`src/rtl/fixed_point_accel_pkg.sv`:
```
// rtl/fixed_point_accel_pkg.sv - shared encodings for the fixed-point accelerator master and adapter
//
// Holds the master FSM state encoding, the accelerator word width and the
// ALU op-code values understood by the accelerator-side adapter.
package fixed_point_accel_pkg;

    localparam int ACCEL_WORD_WIDTH = 16;

    typedef enum logic [2:0] {
        ST_IDLE      = 3'd0,
        ST_WRITE_OP  = 3'd1,
        ST_WRITE_A   = 3'd2,
        ST_WRITE_B   = 3'd3,
        ST_READ_INT  = 3'd4,
        ST_READ_FRAC = 3'd5,
        ST_RESP      = 3'd6
    } state_t;

    // Op codes forwarded verbatim to the accelerator; the master never decodes them.
    typedef enum logic [2:0] {
        ALU_ADD = 3'd0,
        ALU_SUB = 3'd1,
        ALU_MUL = 3'd2,
        ALU_DIV = 3'd3,
        ALU_AND = 3'd4,
        ALU_OR  = 3'd5,
        ALU_XOR = 3'd6,
        ALU_NEG = 3'd7
    } alu_op_t;

    function automatic logic is_write_state(state_t s);
        return (s == ST_WRITE_OP) || (s == ST_WRITE_A) || (s == ST_WRITE_B);
    endfunction

    function automatic logic is_read_state(state_t s);
        return (s == ST_READ_INT) || (s == ST_READ_FRAC);
    endfunction

endpackage

```
`src/rtl/fixed_point_accel_watchdog.sv`:
```
// rtl/fixed_point_accel_watchdog.sv - per-state stall watchdog for the accelerator master
//
// Ports:
//   clk, rst  - clock, asynchronous active-high reset
//   active    - master is in a state that waits on the peer
//   restart   - master changes state on the coming edge; count starts over
//   expired   - the current state has waited TIMEOUT_CYCLES cycles (combinational)
module fixed_point_accel_watchdog #(
    parameter int TIMEOUT_CYCLES = 1024
) (
    input  logic clk,
    input  logic rst,
    input  logic active,
    input  logic restart,
    output logic expired
);

    localparam int CW = $clog2(TIMEOUT_CYCLES + 1);

    logic [CW-1:0] count;

    always_ff @(posedge clk or posedge rst) begin
        if (rst) begin
            count <= '0;
        end else if (!active || restart) begin
            count <= '0;
        end else begin
            count <= count + CW'(1);
        end
    end

    // Count 0 is the first cycle in a state, so TIMEOUT_CYCLES-1 is the last allowed one.
    assign expired = active && (count == CW'(TIMEOUT_CYCLES - 1));

endmodule

```
`src/rtl/fixed_point_accel_master.sv`:
```
// rtl/fixed_point_accel_master.sv - request/response master driving a word-serial fixed-point accelerator
//
// Accepts {op, a, b}, writes them to the peer as three 16-bit words, reads back
// the integer and fractional fields, and presents the assembled result.
// Optional watchdog: define FIXED_POINT_ACCEL_MASTER_TIMEOUT_EN.
//
// Ports:
//   clk, rst                                - clock, asynchronous active-high reset
//   req_valid/req_ready, req_op/req_a/req_b - request handshake and operands
//   resp_valid/resp_ready, resp_result      - response handshake and result
//   resp_error                              - response produced by the watchdog
//   accel_can_write/accel_write_enable/accel_write_data - word stream to the peer
//   accel_can_read/accel_read_enable/accel_read_data    - word stream from the peer
module fixed_point_accel_master
    import fixed_point_accel_pkg::*;
#(
    parameter int INTEGER_PART_WIDTH    = 8,
    parameter int FRACTIONAL_PART_WIDTH = 8,
    parameter int TIMEOUT_CYCLES        = 1024,
    localparam int NUMBER_WIDTH = INTEGER_PART_WIDTH + FRACTIONAL_PART_WIDTH
) (
    input  logic                        clk,
    input  logic                        rst,
    input  logic                        req_valid,
    output logic                        req_ready,
    input  logic [2:0]                  req_op,
    input  logic [NUMBER_WIDTH-1:0]     req_a,
    input  logic [NUMBER_WIDTH-1:0]     req_b,
    output logic                        resp_valid,
    input  logic                        resp_ready,
    output logic [NUMBER_WIDTH-1:0]     resp_result,
    output logic                        resp_error,
    input  logic                        accel_can_read,
    input  logic                        accel_can_write,
    output logic                        accel_read_enable,
    output logic                        accel_write_enable,
    input  logic [ACCEL_WORD_WIDTH-1:0] accel_read_data,
    output logic [ACCEL_WORD_WIDTH-1:0] accel_write_data
);

    state_t                           state, next_state;
    logic [2:0]                       op_q;
    logic [NUMBER_WIDTH-1:0]          a_q, b_q;
    logic [INTEGER_PART_WIDTH-1:0]    int_q;
    logic [FRACTIONAL_PART_WIDTH-1:0] frac_q;
    logic                             err_q;
    logic                             timeout;

    // Only the low field bits of each returned word carry data.
    logic unused_read_bits;
    assign unused_read_bits = ^accel_read_data;

`ifdef FIXED_POINT_ACCEL_MASTER_TIMEOUT_EN
    logic wd_active;
    assign wd_active = (state != ST_IDLE) && (state != ST_RESP);

    fixed_point_accel_watchdog #(
        .TIMEOUT_CYCLES(TIMEOUT_CYCLES)
    ) u_watchdog (
        .clk     (clk),
        .rst     (rst),
        .active  (wd_active),
        .restart (state != next_state),
        .expired (timeout)
    );

    always_ff @(posedge clk or posedge rst) begin
        if (rst) begin
            err_q <= 1'b0;
        end else if (timeout) begin
            err_q <= 1'b1;
        end else if (state == ST_RESP && resp_ready) begin
            err_q <= 1'b0;
        end
    end
`else
    localparam int unused_timeout_cycles = TIMEOUT_CYCLES;
    assign timeout = 1'b0;
    assign err_q   = 1'b0;
`endif

    // State register
    always_ff @(posedge clk or posedge rst) begin
        if (rst) begin
            state <= ST_IDLE;
        end else begin
            state <= next_state;
        end
    end

    // Next-state logic; a watchdog expiry overrides any transfer in the same cycle.
    always_comb begin
        next_state = state;
        case (state)
            ST_IDLE:      if (req_valid)       next_state = ST_WRITE_OP;
            ST_WRITE_OP:  if (accel_can_write) next_state = ST_WRITE_A;
            ST_WRITE_A:   if (accel_can_write) next_state = ST_WRITE_B;
            ST_WRITE_B:   if (accel_can_write) next_state = ST_READ_INT;
            ST_READ_INT:  if (accel_can_read)  next_state = ST_READ_FRAC;
            ST_READ_FRAC: if (accel_can_read)  next_state = ST_RESP;
            ST_RESP:      if (resp_ready)      next_state = ST_IDLE;
            default:                           next_state = ST_IDLE;
        endcase
        if (timeout) begin
            next_state = ST_RESP;
        end
    end

    // Output logic
    always_comb begin
        req_ready          = (state == ST_IDLE);
        resp_valid         = (state == ST_RESP);
        resp_result        = {int_q, frac_q};
        resp_error         = err_q;
        accel_write_enable = is_write_state(state) && accel_can_write;
        accel_read_enable  = is_read_state(state) && accel_can_read;
        case (state)
            ST_WRITE_OP: accel_write_data = ACCEL_WORD_WIDTH'(op_q);
            ST_WRITE_A:  accel_write_data = ACCEL_WORD_WIDTH'(a_q);
            ST_WRITE_B:  accel_write_data = ACCEL_WORD_WIDTH'(b_q);
            default:     accel_write_data = '0;
        endcase
    end

    // Request capture and result assembly
    always_ff @(posedge clk or posedge rst) begin
        if (rst) begin
            op_q   <= '0;
            a_q    <= '0;
            b_q    <= '0;
            int_q  <= '0;
            frac_q <= '0;
        end else begin
            if (state == ST_IDLE && req_valid) begin
                op_q <= req_op;
                a_q  <= req_a;
                b_q  <= req_b;
            end
            if (timeout) begin
                int_q  <= '0;
                frac_q <= '0;
            end else if (state == ST_READ_INT && accel_can_read) begin
                int_q <= accel_read_data[INTEGER_PART_WIDTH-1:0];
            end else if (state == ST_READ_FRAC && accel_can_read) begin
                frac_q <= accel_read_data[FRACTIONAL_PART_WIDTH-1:0];
            end
        end
    end

endmodule

```
`config.mk`:
```
export PLATFORM = sky130hd
export DESIGN_NAME = fixed_point_accel_master
export DESIGN_NICKNAME = d
export VERILOG_FILES = /design/src/rtl/fixed_point_accel_pkg.sv /design/src/rtl/fixed_point_accel_watchdog.sv /design/src/rtl/fixed_point_accel_master.sv
export SDC_FILE = /design/constraint.sdc
export NUM_CORES = 1
export LEC_CHECK = 0
export BUFFER_PORTS_ARGS = -buffer_cell sky130_fd_sc_hd__buf_4
export CORE_UTILIZATION = 45
export CTS_CLUSTER_DIAMETER = 100
export DETAILED_ROUTE_END_ITERATION = 16
export GPL_TIMING_DRIVEN = 0
export PLACE_DENSITY_LB_ADDON = 0.2
export SLEW_MARGIN = 5
export SYNTH_ARGS = -nofsm -noshare
export SYNTH_HDL_FRONTEND = slang
export SYNTH_HIERARCHICAL = 1
export SYNTH_SLANG_ARGS = --single-unit
```
`constraint.sdc`:
```
create_clock -name clk -period 3.7 [get_ports clk]
set_input_delay 0.37 -clock clk [delete_from_list [all_inputs] [get_ports clk]]
set_output_delay 0.37 -clock clk [all_outputs]
set_load 0.01 [all_outputs]
```
Word-level counts from Yosys, hierarchy flattened

Index checks and enable logic that the tools add are counted.

Bits in registers: 54
Logic and storage cells: 40

Equality and inequality tests: 13
Multiplexer cells: 9
Bitwise operators: 1
Reduce and logical (&&, ||, !) cells: 11

Operators by type and width:

| cell                                                                  | number |
|---|---|
| 16-bit case mux with 3 select lines                                   | 1 |
| 3-bit 2-to-1 mux                                                      | 7 |
| 3-bit case mux with 7 select lines                                    | 1 |
| 2-bit != test, second input constant                                  | 6 |
| 3-bit equality test, second input constant                            | 3 |
| 7-bit AND reduction                                                   | 1 |
| 3-bit by 2-bit equality test with 1-bit output, second input constant | 2 |
| 1-bit logical AND                                                     | 5 |
| 3-bit by 1-bit equality test with 1-bit output, second input constant | 1 |
| 3-bit zero test                                                       | 1 |
| 1-bit logical OR                                                      | 3 |
| 2-bit by 1-bit != test with 1-bit output, second input constant       | 1 |
| 2-bit AND reduction                                                   | 1 |
| 1-bit NOT                                                             | 1 |

Longest topological paths before layout

Gate-level depths: netlist of the first run.

Depth in word-level cells: 4
Mapped depth: 6
Mapped depth without buffers: 3

Worst setup path after synthesis of the first run

OpenSTA, ideal clock, no wires.

Path kind: reg-to-reg
Start: register state[0]
End: register a_q[0]
Setup time: 125 ps
Arrival time: 1,476 ps
Required time: 3,575 ps
Slack: 2,098 ps
Stages on the path, launching flop included: 7
Buffers on the path: 3
Clock period less this slack: 1,602 ps
Cells stage by stage: dfrtp_1 buf_6 nor3_2 and2_4 buf_12 buf_12 mux2_4

Word-level cells in the longest chain between the ends: 2

Ends and longest elaborated chain:

| element                | RTL line                        | source |
|---|---|---|
| from (decl)            | fixed_point_accel_master.sv:41  | `state_t state, next_state;` |
| from (signal assigned) | fixed_point_accel_master.sv:87  | `state <= next_state;` |
| 3-bit zero test        | n/a                             |  |
| named net req_ready    | fixed_point_accel_master.sv:25  | `output logic req_ready,` |
| 1-bit logical AND      | fixed_point_accel_master.sv:134 | `if (state == ST_IDLE && req_valid) begin` |
| to (signal assigned)   | fixed_point_accel_master.sv:136 | `a_q <= req_a;` |
| to (decl)              | fixed_point_accel_master.sv:43  | `logic [NUMBER_WIDTH-1:0] a_q, b_q;` |

The timed path passes the listed nets, and every way through them passes these cells.
A chain may end at the register's enable or synchronous reset.

Worst setup path after layout of the first run

Start: register state[1]
End: output accel_write_data[0]

Word-level cells in the longest chain between the ends: 2
Elaborated cells between the ends (all ways): 4
Those cells by class: eq/ne (3); mux (1)

Ends and longest elaborated chain:

| element                                                                                                          | RTL line                        | source |
|---|---|---|
| 3-bit by 2-bit equality test with 1-bit output or 3-bit by 1-bit equality test with 1-bit output (tied branches) | fixed_point_accel_master.sv:117 | `case (state)` |
| 16-bit case mux with 3 select lines (*)                                                                          | fixed_point_accel_master.sv:117 |  |
| to (decl)                                                                                                        | fixed_point_accel_master.sv:38  | `output logic [ACCEL_WORD_WIDTH-1:0] accel_write_data` |

Every way passes the cells marked *; elsewhere a longest branch is shown, timed or not.

==> metrics.md, run 1 <==
| Metric | Value |
|---|---|
| Status | `complete, no violations` |
| Antenna violations before repair | `0` |
| FF+latch count, synth | `54` |
| Final period utilization | `between 50% and 60%` |
| I/O Buffers | `between 80 and 90` |
| Setup TNS Final | `0 ps` |
| CTS tree | `done` |
| Via density | `just under 5` |
| Worst relative slew slack | `about three fifths` |
| Post-synthesis sequential area ratio | `around 52%` |
| Yosys top cell area share | `between 50% and 60%` |
| Fmax | `about 0.47 GHz` |
| Endpoints failing hold | `0` |
| Inserted Diodes | `0` |
| HPWL Detailed | `3860 um` |
| Peak VDD IR | `351 uV` |
| Top post-synthesis cells by area | `dfrtp_1 52%, mux2_4 17%, mux2_2 7.0%, mux2i_1 5.4%, mux2_1 3.5%` |
| Routed wire per std cell | `~15 um` |
| Latest clock arrival within the worst-skew pair | `roughly 300 ps` |
| Initial core utilization | `between 40% and 50%` |
| Ratio of cells with drive above 1 in the final layout | `between 50% and 60%` |
| Commonest non-fill, non-tap cell in the layout | `buf_4` |
| CP Buf/Inv Count | `2` |
| WP data arrival | `1750 ps` |
| Required time of the critical path | `between 3000 and 4000 ps` |
| DRT iter0 DRCs | `between 60 and 70` |
| Final min period | `between 2000 and 2500 ps` |
| Vias | `between 1.5k and 2k` |
| Total Die Area | `just over 6000 um2` |
| Startpoint Class | `flip-flop` |
| CP Class | `reg2out` |
| Total CTS buffers | `5` |
| Die height | `between 70 and 80 um` |
| Post-route ant nets | `0` |
| Clock sinks | `54` |
| GRT overflow | `0` |
| Critical path endpoint category | `primary output` |
| Area grow syn2layout | `32.8%` |
| Total Wirelength | `about 5300 um` |
| Setup ws final | `between 1500 and 2000 ps` |
| Core area | `5510 um2` |
| Wire length of the first global-routing pass | `8510 um` |
| Reg clk slew, reported paths | `approximately 90 ps` |
| CP peak stage delay | `approximately 470 ps` |
| Internal Dissipation | `around 2 mW` |
| Site Rows | `27` |
| Max clock buf depth | `2` |
| Syn_area_per_cell | `around 15 um2` |
| Post-Syn Instances | `178` |
| Pin slew with the least headroom to its limit | `between 500 and 600 ps` |
| DIE WIDTH | `77.8 um` |
| Net Sw Frac | `between 30% and 40%` |
| Ordered cell list for the critical path | `buf_2 -> mux2_2 -> a22oi_1 -> nor2_1 -> buf_4` |
| Ports | `94` |
| Combinational power share | `49.8%` |
| Setup repair bufs after CTS | `0` |
| RSZ-0062 raised after global routing | `no` |
| Leakage | `1.67 nW` |
| Max_cap viols | `0` |
| Final setup fails | `0` |
| Hold Path Class | `in2async` |
| Final net count | `about 330` |
| Largest net degree at the start of global routing | `29` |
| Post-CTS sizing | `0` |
| CP max-delay cell | `dfrtp_1` |
| Post-Syn Area | `approximately 2600 um2` |
| Library cells used by synthesis | `31` |
| Switch Pwr | `923 uW` |
| Final Wtd Congestion | `roughly 0.74` |
| Fraction of registers with async set/reset | `between 90% and 100%` |
| H-tree levels | `2` |
| Delay-heaviest family, CP | `flip-flops` |
| Drt drc | `0` |
| Top_reg_cell synth | `dfrtp_1` |
| Clk_skew | `about 3.2 ps` |
| Post-synth EDFFs | `0` |
| Max Slew Vio Count | `0` |
| Number of global-route vias before repair | `around 1.7k` |
| Pwr dens | `around 840 nW/um2` |
| Hold_buf cts | `0` |
| Number of warnings issued by yosys | `6` |
| Flop pwr share | `between 30% and 40%` |
| Synthesized net count | `about 240` |
| Crit path max fanout | `10` |
| CTS Root Cell | `clkbuf_8` |
| Most frequent cells in the layout | `85 x buf_4, 54 x dfrtp_1, 30 x mux2_4` |
| Total GRT Usage | `about a fifth` |
| Cell taking the most area after synthesis | `dfrtp_1` |
| Pre-antenna DRT Iters | `4` |
| Place WS | `~1900 ps` |
| Clock network fraction of total power | `between 10% and 20%` |
==> kinds of logic after synthesis <==
logic type      synth area share (%)
other cells                    0.145
buf+inv                         5.04
compound gates                  2.95
xor+xnor                       0.339
mux                             33.3
simple gates                    5.91
flops                           52.3
==> power groups by stage <==
| stage | combinational (mW) | clock, mW | sequential (mW) |
|---|---|---|---|
| after floorplan | 0.938 | 0 | 1.07 |
| after global placement | 1.41 | 0 | 1.06 |
| after detailed placement | 1.45 | 0 | 1.07 |
| after CTS | 1.46 | 0.394 | 1.06 |
| after global routing | 1.54 | 0.416 | 1.10 |
| final | 1.43 | 0.383 | 1.06 |
==> metrics by stage <==
step	instances	power, mW	cell area [um2]	hold WS [ps]	util [%]
global placement	334	2.47	3300	474	60.0
floorplan	178	2.01	2580	476	-
global route	343	3.06	3430	172	62.3
detailed placement	335	2.52	3320	478	60.4
finish	343	2.88	3430	129	62.3
CTS	343	2.92	3430	142	62.3
==> cells in the mapped netlist (2+ instances only) <==
master and number:
nor2_1 18, a21oi_1 3, mux2i_1 14, mux2_1 8, nand2b_1 2, a22oi_1 3, dfrtp_1 54, mux2_2 16
buf_12 4, buf_2 4, mux2_4 30, o21ai_0 3
==> cell type report <==
type,count,area [um2]
fill,462,2080
sequential,54,1350
multi-input combinational,111,1100
timing repair buffer,85,651
buffer,12,126
tap,72,90.1
clock buffer,7,76.3
clock inverter,1,30.0
inverter,1,3.75
==> worst reg2reg max path, delay by kind of cell (launching register included) <==
kind / cells / cell delay (ps)
muxes: 1 / 310
DFF: 1 / 380
buffers and inverters: 3 / 430
and+or+nand+nor: 2 / 410
==> layer usage <==
layer	share of wire [%]	GRT usage, %
met1	44	24.4
met2	49	30.6
met3	6.0	4.59
met4	1.1	5.66
met5	0	0
==> worst paths after layout <==
check / from / endpoint / slack, ps / cells after the start
max: state[1] / accel_write_data[0] / 1580 / 5
min: rst / a_q[9] / 130 / 2
max reg2reg: state[0] / b_q[0] / 2060 / 6
min reg2reg: frac_q[3] / frac_q[3] / 500 / 1
max in group asynchronous: rst / a_q[2] / 3030 / 3
min in group clk: accel_read_data[6] / frac_q[6] / 280 / 2
==> registers in the layout, indices dropped and copies added, names as in the netlist <==
signal and flops:
a_q 16, b_q 16, frac_q 8, int_q 8
op_q 3, state 3
(Power assumes the default switching activity.)
==> run 2: changes to the inputs <==
==> constraint.sdc (replaced) <==
create_clock -name clk -period 2 [get_ports clk]
set_input_delay 0.2 -clock clk [delete_from_list [all_inputs] [get_ports clk]]
set_output_delay 0.2 -clock clk [all_outputs]
set_load 0.01 [all_outputs]
==> metrics.md, run 2 (same netlist as run 1, synthesis figures left out) <==
| Metric | Value |
|---|---|
| Wire length of the first global-routing pass | `~8500 um` |
| Total GRT Usage | `18.6%` |
| Status | `complete, no violations` |
| Required time of the critical path | `between 1500 and 2000 ps` |
| Latest clock arrival within the worst-skew pair | `about 300 ps` |
| HPWL Detailed | `between 3000 and 4000 um` |
| I/O Buffers | `84` |
| Commonest non-fill, non-tap cell in the layout | `buf_4` |
| Ratio of cells with drive above 1 in the final layout | `56.3%` |
| Pre-antenna DRT Iters | `6` |
| Critical path endpoint category | `primary output` |
| Pwr dens | `about 1500 nW/um2` |
| CTS Root Cell | `clkbuf_8` |
| Initial core utilization | `approximately 47%` |
| Endpoints failing hold | `0` |
| FILL cells | `about 460` |
| Leakage | `~1.7 nW` |
| Die height | `a little under 80 um` |
| Final instance area | `around 3400 um2` |
| Drt drc | `0` |
| Final Util | `62.6%` |
| Crit path max fanout | `10` |
| GRT overflow | `0` |
| Setup ws final | `130 ps` |
| Post-route ant nets | `0` |
| H-tree levels | `2` |
| Final setup fails | `0` |
| Worst relative slew slack | `between 60% and 70%` |
| Total Die Area | `~6000 um2` |
| Startpoint Class | `flip-flop` |
| R2R Setup Slk | `about 370 ps` |
| DIE WIDTH | `77.8 um` |
| Most frequent cells in the layout | `85 x buf_4, 53 x dfrtp_1, 30 x mux2_4` |
| Via density | `4.94` |
| Ports | `94` |
| Hold Path Class | `in2reg` |
| Total CTS buffers | `5` |
| Post-DP Area | `between 3000 and 4000 um2` |
| Antenna violations before repair | `0` |
| Core area | `~5500 um2` |
| DRT iter0 DRCs | `73` |
| Vias | `between 1.5k and 2k` |
| Total Wirelength | `around 5300 um` |
| Place WS | `~380 ps` |
| Final period utilization | `between 90% and 100%` |
| Inserted Diodes | `0` |
| WP data arrival | `between 1500 and 2000 ps` |
| Routed wire per std cell | `approximately 15 um` |
| Clock sinks | `54` |
| Area grow syn2layout | `33.4%` |
| CTS tree | `done` |
| Pin slew with the least headroom to its limit | `just under 600 ps` |
| Number of global-route vias before repair | `about 1.7k` |
| Max_cap viols | `0` |
| Max Slew Vio Count | `0` |
| Reg clk slew, reported paths | `around 90 ps` |
| Largest net degree at the start of global routing | `29` |
| Peak VDD IR | `~650 uV` |
| Final min period | `between 1500 and 2000 ps` |
| RSZ-0062 raised after global routing | `no` |
| Max clock buf depth | `2` |
| Final net count | `328` |
| Largest registers | `a_q: 16 flops, b_q: 16 flops` |
| Site Rows | `27` |
| Final Wtd Congestion | `0.743` |
| Fmax | `0.535 GHz` |
| Clk_skew | `between 3 and 4 ps` |
| CP Class | `reg2out` |
run 2: cell types whose count changed in the layout (fill, tap and decap cells not counted), sizes merged:
cell and delta:
buf -2, clkbuf +2, dlygate4sd3 +1
run 2: final cells by class:
| cell class | count | area, um2 | area share, % |
|---|---|---|---|
| clock inverter | 1 | 30.0 | 0.871 |
| inverter | 1 | 3.75 | 0.109 |
| multi-input combinational | 111 | 1100 | 32.0 |
| sequential | 54 | 1350 | 39.3 |
| clock buffer | 7 | 76.3 | 2.21 |
| buffer | 12 | 130 | 3.78 |
| timing repair buffer | 86 | 661 | 19.2 |
| tap | 72 | 90.1 | 2.61 |
run 2: stage by stage:
step | std cells | total power [mW] | hold slack, ps | setup TNS, ps
after floorplan | 178 | 3.71 | 332 | 0
after global placement | 334 | 4.57 | 423 | -12160
after detailed placement | 335 | 4.66 | 308 | 0
after CTS | 344 | 5.40 | 110 | 0
after global routing | 344 | 5.66 | 104 | 0
final | 344 | 5.34 | 114 | 0
run 2: power breakdown:
part	internal [mW]	total, mW	switching (mW)
clock network	0.375	0.705	0.331
registers	1.65	1.97	0.317
logic	1.60	2.66	1.06
total	3.63	5.34	1.71
run 2: critical path, stage by stage, from the launching register on:
cell and delay (ps):
dfrtp_2 430, clkbuf_4 220, mux2_2 350, a22oi_1 140, nor2_1 70, buf_4 160
run 2: what timing repair did:
| item | in CTS | in global routing |
|---|---|---|
| endpoints found under the setup margin | 0 | 13 |
| hold endpoints to repair | 26 | 0 |
| buffers inserted | 0 | 0 |
| hold buffers | 1 | 0 |
| gates resized for setup | 0 | 3 |
run 2: layer usage:
metal  track usage, %  share of wire [%]  wire length (um)
met1             24.4                 44              2320
met2             30.5                 48              2550
met3             4.59                6.4               335
met4             5.66                1.1                58
met5                0                  0                 0
run 2: final timing paths:
path                                       end                from  cells after the start
max                        accel_write_data[0]            state[1]                      5
min                                  frac_q[6]  accel_read_data[6]                      2
max reg2reg                             b_q[0]            state[0]                      6
min reg2reg                          frac_q[3]           frac_q[3]                      1
max in group asynchronous             state[1]                 rst                      4
min in group asynchronous               a_q[9]                 rst                      3
==> run 3: changes to the inputs <==
--- a/config.mk
+++ b/config.mk
@@ -11,6 +11,7 @@
 export DETAILED_ROUTE_END_ITERATION = 16
 export GPL_TIMING_DRIVEN = 0
 export PLACE_DENSITY_LB_ADDON = 0.2
+export SETUP_SLACK_MARGIN = 0.3
 export SLEW_MARGIN = 5
 export SYNTH_ARGS = -nofsm -noshare
 export SYNTH_HDL_FRONTEND = slang
==> metrics.md, run 3 (same netlist as run 1, synthesis figures left out) <==
| Metric | Value |
|---|---|
| Final period utilization | `a little over four fifths` |
| Worst relative slew slack | `a little over 60%` |
| Area grow syn2layout | `35.7%` |
| Antenna violations before repair | `0` |
| Fmax | `0.591 GHz` |
| Hold Path Class | `in2reg` |
| FILL cells | `~450` |
| Wire length of the first global-routing pass | `~8500 um` |
| Pwr dens | `1560 nW/um2` |
| Most frequent cells in the layout | `91 x buf_4, 52 x dfrtp_1, 30 x mux2_4` |
| Total GRT Usage | `between 10% and 20%` |
| Final setup fails | `0` |
| Largest registers | `a_q: 16 flops, b_q: 16 flops` |
| Final Wtd Congestion | `around 0.74` |
| CP peak stage delay | `370 ps` |
| Via density | `4.87` |
| WP data arrival | `roughly 1500 ps` |
| Crit path max fanout | `7` |
| Max_cap viols | `0` |
| Startpoint Class | `flip-flop` |
| DIE WIDTH | `77.8 um` |
| Commonest non-fill, non-tap cell in the layout | `buf_4` |
| CP Class | `reg2out` |
| I/O Buffers | `84` |
| Pre-antenna DRT Iters | `4` |
| CTS Root Cell | `clkbuf_8` |
| Reg clk slew, reported paths | `roughly 90 ps` |
| Post-route ant nets | `0` |
| Initial core utilization | `~47%` |
| Status | `complete, no violations` |
| Total Wirelength | `roughly 5300 um` |
| H-tree levels | `2` |
| Peak VDD IR | `650 uV` |
| Final Util | `between 60% and 70%` |
| Ports | `94` |
| Ratio of cells with drive above 1 in the final layout | `58.7%` |
| CTS tree | `done` |
| Met2 WL | `2600 um` |
| Pin slew with the least headroom to its limit | `approximately 590 ps` |
| Clock sinks | `54` |
| Vias | `1694` |
| Critical path endpoint category | `primary output` |
| RSZ-0062 raised after global routing | `yes` |
| Total power | `5.47 mW` |
| Leakage | `around 1.7 nW` |
| Core area | `about 5500 um2` |
| Area occupied by registers | `~1400 um2` |
| Total Die Area | `between 6000 and 7000 um2` |
| Endpoints failing hold | `0` |
| HPWL Detailed | `around 3900 um` |
| DRT met1 WL | `about 2400 um` |
| Die height | `roughly 80 um` |
| Latest clock arrival within the worst-skew pair | `300 ps` |
| Required time of the critical path | `between 1500 and 2000 ps` |
| CP max-delay cell | `dfrtp_2` |
| Drt drc | `0` |
| Max Slew Vio Count | `0` |
| WL met3 | `around 300 um` |
| Clk_skew | `around 4.8 ps` |
| Final min period | `around 1700 ps` |
| Multi-input logic area | `~1100 um2` |
| Max Used Layer | `met4` |
| Routed wire per std cell | `approximately 15 um` |
| Final net count | `between 300 and 400` |
| Total CTS buffers | `5` |
| Site Rows | `27` |
| Number of global-route vias before repair | `approximately 1.7k` |
| DRT iter0 DRCs | `95` |
| Inserted Diodes | `0` |
| Ordered cell list for the critical path | `buf_6 -> mux2_2 -> a22oi_1 -> nor2_1 -> buf_4` |
| Largest net degree at the start of global routing | `29` |
| Max clock buf depth | `2` |
| GRT overflow | `0` |
[run 3: changes by cell type in the layout (fill, tap and decap cells not counted), sizes merged]
cell    delta
buf        +6
clkbuf     -2
[run 3: critical path, delay by kind of cell, from the launching register on]
kind,cells,cell delay [ps]
and+or+nand+nor,1,70
AOI/OAI and AO/OA,1,140
buffers and inverters,2,280
DFF,1,370
muxes,1,330
[run 3: per-stage QoR]
step                      setup slack (ps)  area (um2)  setup TNS, ps  hold WS, ps  cells
after global routing                   258        3510              0          103    348
after floorplan                        398        2580              0          332    178
after global placement                -226        3300         -12160          423    334
after CTS                              249        3470              0          110    346
final                                  307        3510              0          113    348
after detailed placement               381        3320              0          308    335
[run 3: layout make-up]
cell class	instances	area share, %
buffer	12	4.14
clock buffer	7	2.18
clock inverter	1	0.857
inverter	1	0.107
multi-input combinational	111	31.8
sequential	54	38.6
tap	72	2.57
timing repair buffer	90	19.7
[run 3: path summary, 6_finish.rpt]
kind | slack (ps) | cells past startpoint | from | to
worst max register to register | 360 | 6 | state[1] | b_q[0]
max in group asynchronous | 930 | 4 | rst | state[1]
min in group asynchronous | 520 | 3 | rst | b_q[13]
worst min register to register | 500 | 1 | frac_q[3] | frac_q[3]
worst min-delay path | 110 | 2 | accel_read_data[6] | frac_q[6]
worst max-delay path | 310 | 5 | state[1] | accel_write_data[0]
[run 3: what timing repair did]
action / 4_1_cts / 5_1_grt
gates resized for setup: 5 / 9
pin swaps: 0 / 1
endpoints found under the setup margin: 17 / 16
hold endpoints to repair: 26 / 0
hold buffers: 1 / 0
buffers inserted: 2 / 2
[run 3: per-layer routing]
metal	vias up	track usage, %
met2	52	30.4
li1	806	-
met3	7	4.59
met1	829	24.5
met5	-	0
met4	0	5.66
[run 3: power by group]
group,internal (mW),total (mW),switching [mW]
Clock,0.375,0.709,0.334
Combinational,1.70,2.80,1.10
Sequential,1.65,1.96,0.310
